--- config.mk ---
export PLATFORM = sky130hd
export DESIGN_NAME = uart_tx_sequencer
export DESIGN_NICKNAME = d
export VERILOG_FILES = /design/src/rtl/uart_tx_sequencer.sv
export SDC_FILE = /design/constraint.sdc
export NUM_CORES = 1
export LEC_CHECK = 0
export BUFFER_PORTS_ARGS = -buffer_cell sky130_fd_sc_hd__buf_4
export CORE_MARGIN = 5
export CORE_UTILIZATION = 30
export DETAILED_ROUTE_END_ITERATION = 10
export PLACE_DENSITY = 0.47
export RECOVER_POWER = 100
export SLEW_MARGIN = 20
export SYNTH_ARGS = -nofsm -noshare
export SYNTH_HDL_FRONTEND = slang
export SYNTH_SLANG_ARGS = --single-unit
export TNS_END_PERCENT = 50
--- constraint.sdc ---
create_clock -name clk -period 3.7 [get_ports clk]
set_input_delay 0.555 -clock clk [delete_from_list [all_inputs] [get_ports clk]]
set_output_delay 0.555 -clock clk [all_outputs]
set_load 0.01 [all_outputs]
--- src/rtl/uart_tx_sequencer.sv ---
// Sends 1..NBYTES_MAX bytes of a latched word to a UART transmitter, one tx_send level per byte.
// First tx_send one cycle after accept; each byte ends on tx_stop, then a fixed low gap; start is ignored while busy.
module uart_tx_sequencer #(
    parameter int NBYTES_MAX = 4,
    parameter int GAP_CYCLES = 4,
    parameter int TIMEOUT    = 20000,
    parameter bit MSB_FIRST  = 1'b0
) (
    input  logic        clk,
    input  logic        rst,
    input  logic        start,
    input  logic [31:0] data_in,
    input  logic [2:0]  len,
    input  logic        tx_stop,
    output logic        tx_send,
    output logic [7:0]  tx_data,
    output logic        busy,
    output logic        done,
    output logic        err
);

    localparam int TW = $clog2(TIMEOUT + 1);
    localparam int GW = (GAP_CYCLES > 1) ? $clog2(GAP_CYCLES) : 1;
    localparam logic [2:0]    NMAX     = 3'(NBYTES_MAX);
    localparam logic [TW-1:0] TO_LAST  = TW'(TIMEOUT - 1);
    localparam logic [GW-1:0] GAP_LAST = GW'(GAP_CYCLES - 1);

    typedef enum logic [1:0] {IDLE, XMIT, GAP, DONE} state_t;

    state_t        state, state_nxt;
    logic [31:0]   word, word_nxt;
    logic [2:0]    remaining, remaining_nxt;
    logic [1:0]    idx, idx_nxt;
    logic [7:0]    tx_data_nxt;
    logic          err_r, err_nxt;
    logic [TW-1:0] to_cnt, to_cnt_nxt;
    logic [GW-1:0] gap_cnt, gap_cnt_nxt;
    logic [2:0]    count;
    logic [1:0]    sel;

    always_comb begin
        state_nxt     = state;
        word_nxt      = word;
        remaining_nxt = remaining;
        idx_nxt       = idx;
        tx_data_nxt   = tx_data;
        err_nxt       = err_r;
        count         = (len > NMAX) ? NMAX : len;
        sel           = 2'd0;

        case (state)
            IDLE: begin
                if (start) begin
                    err_nxt = 1'b0;
                    if (len == 3'd0) begin
                        state_nxt = DONE;
                    end else begin
                        sel           = MSB_FIRST ? 2'(count - 3'd1) : 2'd0;
                        word_nxt      = data_in;
                        remaining_nxt = count;
                        idx_nxt       = sel;
                        tx_data_nxt   = data_in[{sel, 3'b000} +: 8];
                        state_nxt     = XMIT;
                    end
                end
            end
            XMIT: begin
                // The first XMIT cycle may still see STOP left over from the previous byte.
                if (tx_stop && (to_cnt != '0)) begin
                    remaining_nxt = remaining - 3'd1;
                    state_nxt     = GAP;
                end else if (to_cnt == TO_LAST) begin
                    remaining_nxt = 3'd0;
                    err_nxt       = 1'b1;
                    state_nxt     = DONE;
                end
            end
            GAP: begin
                if (gap_cnt == GAP_LAST) begin
                    if (remaining != 3'd0) begin
                        sel         = MSB_FIRST ? (idx - 2'd1) : (idx + 2'd1);
                        idx_nxt     = sel;
                        tx_data_nxt = word[{sel, 3'b000} +: 8];
                        state_nxt   = XMIT;
                    end else begin
                        state_nxt = DONE;
                    end
                end
            end
            default: state_nxt = IDLE;
        endcase

        // Both counters restart from zero whenever a state is (re)entered.
        to_cnt_nxt  = (state == XMIT && state_nxt == XMIT) ? to_cnt + TW'(1) : '0;
        gap_cnt_nxt = (state == GAP && state_nxt == GAP) ? gap_cnt + GW'(1) : '0;
    end

    always_ff @(posedge clk) begin
        if (rst) begin
            state     <= IDLE;
            word      <= 32'h0;
            remaining <= 3'd0;
            idx       <= 2'd0;
            tx_data   <= 8'h00;
            err_r     <= 1'b0;
            to_cnt    <= '0;
            gap_cnt   <= '0;
        end else begin
            state     <= state_nxt;
            word      <= word_nxt;
            remaining <= remaining_nxt;
            idx       <= idx_nxt;
            tx_data   <= tx_data_nxt;
            err_r     <= err_nxt;
            to_cnt    <= to_cnt_nxt;
            gap_cnt   <= gap_cnt_nxt;
        end
    end

    assign tx_send = (state == XMIT);
    assign busy    = (state != IDLE);
    assign done    = (state == DONE);
    assign err     = done & err_r;

endmodule
==> results.yml, run 1 <==
timing:
  min_period_ns: 2.536
  worst_slack_ns: 1.164
  max_freq_mhz: 394.3
  finClkSkew_ns: 0.01211
  setup_viol: 0
  totalNegativeSetupSlack_ns: 0
  timing.slew.headroom: 0.3370
  worstMarginPinSlew_ns: 0.9924
  rsz0062_at_grt: "false"
  hold_violations: 0
  slew_viol_final: 0
  fin_crit_sh: 0.6854
placement:
  dp_hpwl_mm: 5.046
  place.gp.congestion: 0.7207
  placed_area_um2: 3343
  io_buffers: 50
  dp_slack_ns: 1.393
clocking:
  ctsHoldBuffers: 0
  cts_tree: "built"
  cts_setup_buffers: 0
  clkTransAtPathRegs_ns: 0.08
  cts_sinks: 65
  cts_buffer_depth: 2
  insertion_delay_ns: 0.35
  cts_resized: 0
  cts_root_buffer: "clkbuf_8"
  cts_buffers: 9
  htree_num_levels: 3
worst_setup_path:
  path_buf_inv: 0
  cp_slowest_stage_delay_ns: 0.85
  worst_path_max_delay_cell: "nor2b_1"
  critPathTopFamily: "simple AND/OR/NAND/NOR gates"
  path_cells: "nor3b_1 -> nor2b_1 -> a21oi_1 -> a221oi_1 -> a311oi_1"
  crit_fanout: 15
  end_kind: "register"
  worstPathArrival_ns: 2.75
  required_ns: 3.91
  cp-start-kind: "register"
  setup.worst_path.class: "register to register"
floorplan:
  ios: 51
  die_w_um: 107.9
  start_util: 0.3100
  dieArea_um2: 11650
  die_h_um: 107.9
  coreArea_um2: 9284
  rows: 35
drt:
  first_iter_violations: 145
  wl_mm: 7.274
  drt-met1-wl_mm: 3.621
  ant_nets: 0
  viasPerCell: 4.643
  vias: 2396
  top_layer: "met4"
  wire_per_inst_um: 14.10
  drc: 0
  wl_met2_mm: 3.098
  dr.pass1.iters: 4
  dr_wl_met3_um: 470
power:
  total_power_w: 0.001728
  switchingPower_w: 0.0004078
  p_seq_frac: 0.440
  clock_power_share: 0.454
  power.density_nw_per_um2: 488.9
  max-vdd-ir-drop_mv: 0.1894
  swShare: 0.2360
  power_leakage_nw: 1.315
  p_int_w: 0.001320
  power_frac_comb: 0.106
synthesis:
  synthMuxAreaShare: 0.06609
  synthArstFlopShare: 0
  seq_area_frac_synth: 0.4522
  synth_edf_count: 0
  synth-adder-area-share: 0.02174
  synth_top_family_by_area: "simple AND/OR/NAND/NOR gates"
  synth.avg_cell_area_um2: 8.514
  synthXorXnorAreaFrac: 0.03957
  yosys_most_used_dff: "dfxtp_1"
  ys_warn_count: 0
  ys_ff_latch: 65
  yosys.area_share.simple: 0.2548
  syn-num-nets: 382
  synth_area_um2: 2878
  synth_compound_area_frac: 0.1217
  ys_types: 41
  synthCells: 338
grt:
  grt_overflow: 0
  grt_first_pass_wirelength_mm: 11.99
  grt_max_degree: 50
  antenna_found_initial: 0
  grt.total_usage: 0.1325
  grt_pass1_vias: 2332
run_status:
  status: "finished, final reports clean"
hold_path:
  worstHoldPathType: "register to register"
finish:
  fin_area_um2: 3533
  area_delta_synth_final_pct: 22.78
  nNetsFinal: 426
  final_common_cell: "nand2_1"
  diodes: 0
  layout_common_cells: "nand2_1 (87), dfxtp_1 (65), buf_4 (42)"
  fill_cells: 1004
  drive_gt1_frac: 0.1835
flow_run:
  drv_cap: 0
==> state kept, by name, summed over array words and instances (netlist names) <==
name,cells
tx_data,8
remaining,3
word,32
to_cnt,15
err_r,1
state,2
gap_cnt,2
idx,2
==> layout make-up <==
type                    count  area (um2)  area share
clock buffers              12       165.2     0.04674
clock inverters             4       97.59     0.02762
inverters                  10       37.54     0.01062
multi-input cells         244        1418      0.4012
flip-flops and latches     65        1301      0.3683
well taps                 129       161.4     0.04568
repair buffers             52       352.8     0.09986
==> logic make-up (layout without fill, tap and decap cells) <==
group | count (synthesis) | in the layout
simple gates | 161 | 161
buf+inv | 29 | 78
xor+xnor | 13 | 13
mux | 9 | 9
compound gates | 56 | 56
flops | 65 | 65
fa+ha+maj | 5 | 5
==> through the flow <==
step / cells / hold slack [ns] / util
after floorplan: 338 / 0.4197 / -
after global placement: 500 / 0.4370 / 0.3601
after detailed placement: 500 / 0.4420 / 0.3601
after CTS: 516 / 0.4300 / 0.3884
after global routing: 516 / 0.4355 / 0.3806
final: 516 / 0.4470 / 0.3806
==> metal layers <==
layer	track usage	vias up
li1	-	1245
met1	0.1908	1094
met2	0.1843	49
met3	0.04000	8
met4	0.05140	0
met5	0	-
==> synthesized netlist by cell type (3+ instances only) <==
cell type | n | area share
a21oi_1 | 35 | 0.061
nand2_1 | 87 | 0.11
nand4_1 | 3 | 0.0065
dfxtp_1 | 65 | 0.45
mux4_2 | 8 | 0.063
nor3_1 | 6 | 0.010
nand3_1 | 6 | 0.010
buf_2 | 7 | 0.012
nor2_1 | 33 | 0.043
a311oi_1 | 10 | 0.030
clkbuf_1 | 10 | 0.013
a31oi_1 | 4 | 0.0087
xor2_1 | 7 | 0.021
nand2b_1 | 3 | 0.0065
or3_1 | 3 | 0.0065
inv_1 | 9 | 0.012
ha_1 | 5 | 0.022
xnor2_1 | 6 | 0.018
and3_1 | 4 | 0.0087
==> worst paths after layout <==
check / start / depth (start not counted) / slack, ns / to
max: state[1] / 5 / 1.16 / remaining[1]
min: gap_cnt[0] / 1 / 0.45 / gap_cnt[0]
max reg2reg: state[1] / 5 / 1.16 / remaining[1]
min reg2reg: gap_cnt[0] / 1 / 0.45 / gap_cnt[0]
==> power groups by stage <==
| stage | Sequential (W) | Combinational (W) | Clock, W |
|---|---|---|---|
| after CTS | 0.000761 | 0.000198 | 0.000808 |
| after floorplan | 0.000774 | 0.000117 | 0 |
| after global placement | 0.000776 | 0.000196 | 0 |
| after detailed placement | 0.000776 | 0.000197 | 0 |
| final | 0.000760 | 0.000183 | 0.000785 |
| after global routing | 0.000765 | 0.000208 | 0.000845 |
No activity file was read; power rests on OpenSTA's default activity.
==> run 2, diff against run 1 <==
- clock period: 3.7 -> 2.4 ns (I/O delays scaled with it)
==> run 2 against run 1 <==
  * Non-clock buffer count grew 3
  * Sequential power grew 54%
  * Critical endpoint is now gap_cnt[1]
  * Wire length decreased by 2.4%
==> results.yml, run 2 (same netlist as run 1, synthesis figures left out) <==
timing:
  finClkSkew_ns: 0.01458
  hold_violations: 0
  timing.slew.headroom: 0.5635
  totalNegativeSetupSlack_ns: 0
  setup_viol: 0
  rsz0062_at_grt: "false"
  worst_slack_ns: 0.3634
  min_period_ns: 2.037
  fin_crit_sh: 0.8486
  slew_viol_final: 0
  worstMarginPinSlew_ns: 0.6538
  max_freq_mhz: 491.0
drt:
  ant_nets: 0
  dr.pass1.iters: 5
  vias: 2400
  wl_mm: 7.098
  drc: 0
  first_iter_violations: 102
  viasPerCell: 4.624
  wire_per_inst_um: 13.68
floorplan:
  rows: 35
  coreArea_um2: 9284
  die_w_um: 107.9
  dieArea_um2: 11650
  ios: 51
  die_h_um: 107.9
  start_util: 0.3100
clocking:
  cts_sinks: 65
  cts_setup_buffers: 0
  cts_buffers: 9
  htree_num_levels: 3
  insertion_delay_ns: 0.35
  cts_resized: 0
  cts_buffer_depth: 2
  cts_root_buffer: "clkbuf_8"
  ctsHoldBuffers: 0
  clkTransAtPathRegs_ns: 0.08
  cts_tree: "built"
grt:
  grt_overflow: 0
  grt_max_degree: 47
  grt_first_pass_wirelength_mm: 11.80
  grt.total_usage: 0.1281
  grt_pass1_vias: 2333
  antenna_found_initial: 0
finish:
  area_delta_synth_final_pct: 21.09
  fill_cells: 1015
  final_common_cell: "nand2_1"
  diodes: 0
  reg_top3: "word: 32 flops, to_cnt: 15 flops, tx_data: 8 flops"
  nNetsFinal: 429
  layout_common_cells: "nand2_1 (87), dfxtp_1 (65), buf_4 (44)"
  seq_area_um2: 1301
  multi_input_comb_area_um2: 1431
  drive_gt1_frac: 0.1949
  largest_reg_flops: 32
  largest-register: "word"
hold_path:
  worstHoldPathType: "input port to register"
  min_from: "rst"
  hold_path_depth: 2
placement:
  dp_hpwl_mm: 4.957
  dp_slack_ns: 0.3739
  place.gp.congestion: 0.7518
  io_buffers: 50
worst_setup_path:
  ff2ff_path_depth: 8
  worstPathArrival_ns: 2.32
  cp_common_cell: "inv_1"
  worst_path_max_delay_cell: "dfxtp_1"
  cp-start-kind: "register"
  path_cells: "inv_1 -> ha_1 -> nor4b_1 -> a41o_1 -> or2_0 -> a211o_1 -> inv_1 -> and3_1"
  path_buf_inv: 2
  cp_slowest_stage_delay_ns: 0.40
  worstSetupPathDepth: 8
  end_kind: "register"
  crit_fanout: 7
  critPathTopFamily: "compound AO/OA/AOI/OAI gates"
  required_ns: 2.68
  worstReg2RegStart: "to_cnt[0]"
  setup.worst_path.class: "register to register"
  crit_path_start: "to_cnt[0]"
power:
  p_seq_frac: 0.508
  power.density_nw_per_um2: 661.8
  power_frac_comb: 0.124
  power_leakage_nw: 1.289
  clock_power_share: 0.368
  swShare: 0.2774
  max-vdd-ir-drop_mv: 0.2033
  switchingPower_w: 0.0006398
  p_int_w: 0.001666
flow_run:
  drv_cap: 0
run_status:
  status: "finished, final reports clean"
-- run 2: path summary, 6_finish.rpt --
kind                              endpoint  slack [ns]
worst max register to register  gap_cnt[1]        0.36
worst min register to register     word[0]        0.45
worst min-delay path                 err_r        0.21
worst max-delay path            gap_cnt[1]        0.36
-- run 2: stage by stage --
stage	hold WS, ns	power (W)	std cells	utilization	area, um2
2_1_floorplan	0.4197	0.001373	338	-	2878
3_3_place_gp	0.4396	0.001503	503	0.3625	3366
3_5_place_dp	0.4421	0.001505	503	0.3625	3366
4_1_cts	0.1950	0.002360	519	0.3819	3546
5_1_grt	0.1972	0.002433	519	0.3753	3485
6_report	0.2078	0.002306	519	0.3753	3485
-- run 2: layer usage --
| metal | global-route usage | routed length, um | vias to the layer above |
|---|---|---|---|
| li1 | - | - | 1247 |
| met1 | 0.1888 | 3603 | 1079 |
| met2 | 0.1727 | 2978 | 65 |
| met3 | 0.03224 | 418 | 9 |
| met4 | 0.05951 | 98 | 0 |
| met5 | 0 | 0 | - |
-- run 2: cell type report --
class | count | area share
clock buffers | 10 | 0.03950
well taps | 129 | 0.04632
flip-flops and latches | 65 | 0.3734
repair buffers | 55 | 0.1070
inverters | 10 | 0.01077
multi-input cells | 244 | 0.4108
clock inverters | 6 | 0.01221
-- run 2: worst register-to-register path: stages, from the launching register on --
cell and delay [ns]:
dfxtp_1 0.40, inv_1 0.06, ha_1 0.19, nor4b_1 0.14, a41o_1 0.32, or2_0 0.31
a211o_1 0.34, inv_1 0.09, and3_1 0.14
-- run 2: power by group through the flow --
stage | clock, W | combinational [W] | sequential (W)
finish | 0.000849 | 0.000286 | 0.00117
global route | 0.000930 | 0.000323 | 0.00118
CTS | 0.000881 | 0.000307 | 0.00117
detailed placement | 0 | 0.000307 | 0.00120
global placement | 0 | 0.000306 | 0.00120
floorplan | 0 | 0.000181 | 0.00119
==> run 3, diff against run 2 <==
- ABC_AREA: unset -> 1
- PLACE_DENSITY: 0.47 -> 0.49
- clock period: 2.4 -> 1.74 ns (I/O delays scaled with it)
==> run 3 against run 2 <==
  * Die area is 6.3% higher
  * Hold slack worse by 0.030 ns
  * Fmax is 27% higher
  * Flip-flop and latch count stayed put
  * Final cell count is 21% higher
  * Highest routed layer unchanged
  * Synthesized area is 6.9% higher
  * Combinational power is 67% higher
  * Critical endpoint is now remaining[2]
  * First-iteration DRC count is 39% higher
  * Design area is 7.3% higher
  * Largest cell class unchanged
==> results.yml, run 3 <==
timing:
  hold-worst-slack_ns: 0.1774
  setup_viol: 0
  worstMarginPinSlew_ns: 0.4707
  slew_viol_final: 0
  rsz0062_at_grt: "true"
  finClkSkew_ns: 0.005267
  fin_crit_sh: 0.9181
  timing.slew.headroom: 0.6857
  hold_violations: 0
  max_freq_mhz: 626.0
  min_period_ns: 1.597
finish:
  diodes: 0
  largest_reg_flops: 32
  reg_top3: "word: 32 flops, to_cnt: 15 flops, tx_data: 8 flops"
  multi_input_comb_area_um2: 1550
  area_delta_synth_final_pct: 21.55
  drive_gt1_frac: 0.1976
  fill_cells: 1158
  nNetsFinal: 532
  fin_area_um2: 3740
  largest-register: "word"
  layout_common_cells: "nand2_1 (82), nor2_1 (79), dfxtp_1 (65)"
  final_common_cell: "nand2_1"
  seq_area_um2: 1301
drt:
  vias: 2846
  wire_per_inst_um: 12.64
  first_iter_violations: 142
  dr.pass1.iters: 4
  ant_nets: 0
  viasPerCell: 4.539
  drc: 0
  wl_mm: 7.927
synthesis:
  synthCells: 434
  ys_types: 32
  synthArstFlopShare: 0
  ys_top_cells_by_count: "nand2_1 (83), nor2_1 (80), dfxtp_1 (65), o21ai_0 (42), inv_1 (34)"
  ys_ff_latch: 65
  synth_area_um2: 3077
  yosys_most_used_dff: "dfxtp_1"
  syn-num-nets: 478
  synth_top_cell_area_share: 0.4229
  yosys.area.top_type: "dfxtp_1"
  synth.avg_cell_area_um2: 7.089
  synth_edf_count: 0
  synth.area.top_cells: "dfxtp_1 (42%), nand2_1 (10%), nor2_1 (9.8%), o21ai_0 (6.8%), a21oi_1 (4.2%)"
  seq_area_frac_synth: 0.4229
  synth_most_common_cell: "nand2_1"
  ys_warn_count: 0
flow_run:
  drv_cap: 0
worst_setup_path:
  worst_path_max_delay_cell: "inv_2"
  worstPathArrival_ns: 1.86
  cp_common_cell: "inv_2"
  end_kind: "register"
  cp_slowest_stage_delay_ns: 0.40
  path_cells: "inv_2 -> nand3_2 -> inv_2 -> nand2_4 -> inv_2 -> nand3_1 -> nand2_1 -> inv_1 -> a21oi_1"
  required_ns: 2.01
  setup.worst_path.class: "register to register"
  crit_fanout: 26
  path_buf_inv: 4
  critPathTopFamily: "buffers and inverters"
  cp-start-kind: "register"
placement:
  placed_area_um2: 3583
  dp_hpwl_mm: 5.866
  place.gp.congestion: 0.7788
  io_buffers: 50
grt:
  grt_first_pass_wirelength_mm: 13.40
  grt_overflow: 0
  grt_pass1_vias: 2815
  grt_max_degree: 28
  grt.total_usage: 0.1315
  antenna_found_initial: 0
clocking:
  cts_sinks: 65
  insertion_delay_ns: 0.33
  cts_tree: "built"
  cts_buffer_depth: 2
  cts_buffers: 9
  ctsHoldBuffers: 0
  htree_num_levels: 3
  clkTransAtPathRegs_ns: 0.06
  cts_root_buffer: "clkbuf_8"
hold_path:
  worstHoldPathType: "input port to register"
power:
  power_leakage_nw: 1.471
  max-vdd-ir-drop_mv: 0.3416
  power.density_nw_per_um2: 861.0
floorplan:
  dieArea_um2: 12380
  ios: 51
  die_w_um: 111.3
  start_util: 0.3021
  rows: 37
  die_h_um: 111.3
  coreArea_um2: 10180
run_status:
  status: "finished, final reports clean"
## run 3: path summary, 6_finish.rpt
| path | from | end | slack (ns) | depth (start not counted) |
|---|---|---|---|---|
| hold / removal | data_in[12] | word[12] | 0.18 | 3 |
| hold reg to reg | gap_cnt[0] | gap_cnt[0] | 0.43 | 1 |
| setup reg to reg | state[1] | remaining[2] | 0.14 | 9 |
| setup / recovery | state[1] | remaining[2] | 0.14 | 9 |
## run 3: final cells by class
cell class              instances  area share
clock buffers                  14     0.04349
inverters                      42     0.04215
multi-input cells             313      0.4145
flip-flops and latches         65      0.3479
well taps                     136     0.04550
repair buffers                 57      0.1064
## run 3: layer usage
| layer | global-route usage | share of wire | wire (um) |
|---|---|---|---|
| met1 | 0.1703 | 0.46 | 3682 |
| met3 | 0.03002 | 0.050 | 396 |
| met2 | 0.2187 | 0.48 | 3809 |
| met5 | 0 | 0 | 0 |
| met4 | 0.03731 | 0.0048 | 38 |
## run 3: repair_timing
action                                  CTS  global route
setup buffers                             0             1
resized for setup                         0             4
endpoints found under the setup margin    0            14
## run 3: metrics by stage
stage,setup TNS (ns),total power [W],worst slack (ns),instances,util
global placement,0,0.002150,0.1229,611,0.3518
CTS,0,0.003280,0.08329,625,0.3678
floorplan,0,0.001969,0.2934,434,-
detailed placement,0,0.002160,0.1095,611,0.3518
finish,0,0.003220,0.1425,627,0.3672
global route,-0.02429,0.003414,-0.02429,627,0.3672
## run 3: logic make-up after synthesis
group / after synthesis / share of synthesized area
compound gates: 82 / 0.1440
xor+xnor: 5 / 0.01423
fa+ha+maj: 5 / 0.02033
buf+inv: 57 / 0.07848
flops: 65 / 0.4229
simple gates: 220 / 0.3201
## run 3: worst register-to-register path: stages, from the launching register on
cell	delay, ns
dfxtp_1	0.32
inv_2	0.12
nand3_2	0.13
inv_2	0.09
nand2_4	0.13
inv_2	0.40
nand3_1	0.13
nand2_1	0.09
inv_1	0.04
a21oi_1	0.10
## run 3: report_power, final
part           switching [W]  total (W)  internal, W  leakage [nW]
sequential         0.0000521    0.00164      0.00159         0.533
combinational       0.000284   0.000478     0.000194         0.856
clock               0.000517    0.00110     0.000582        0.0826
total               0.000854    0.00322      0.00237          1.47
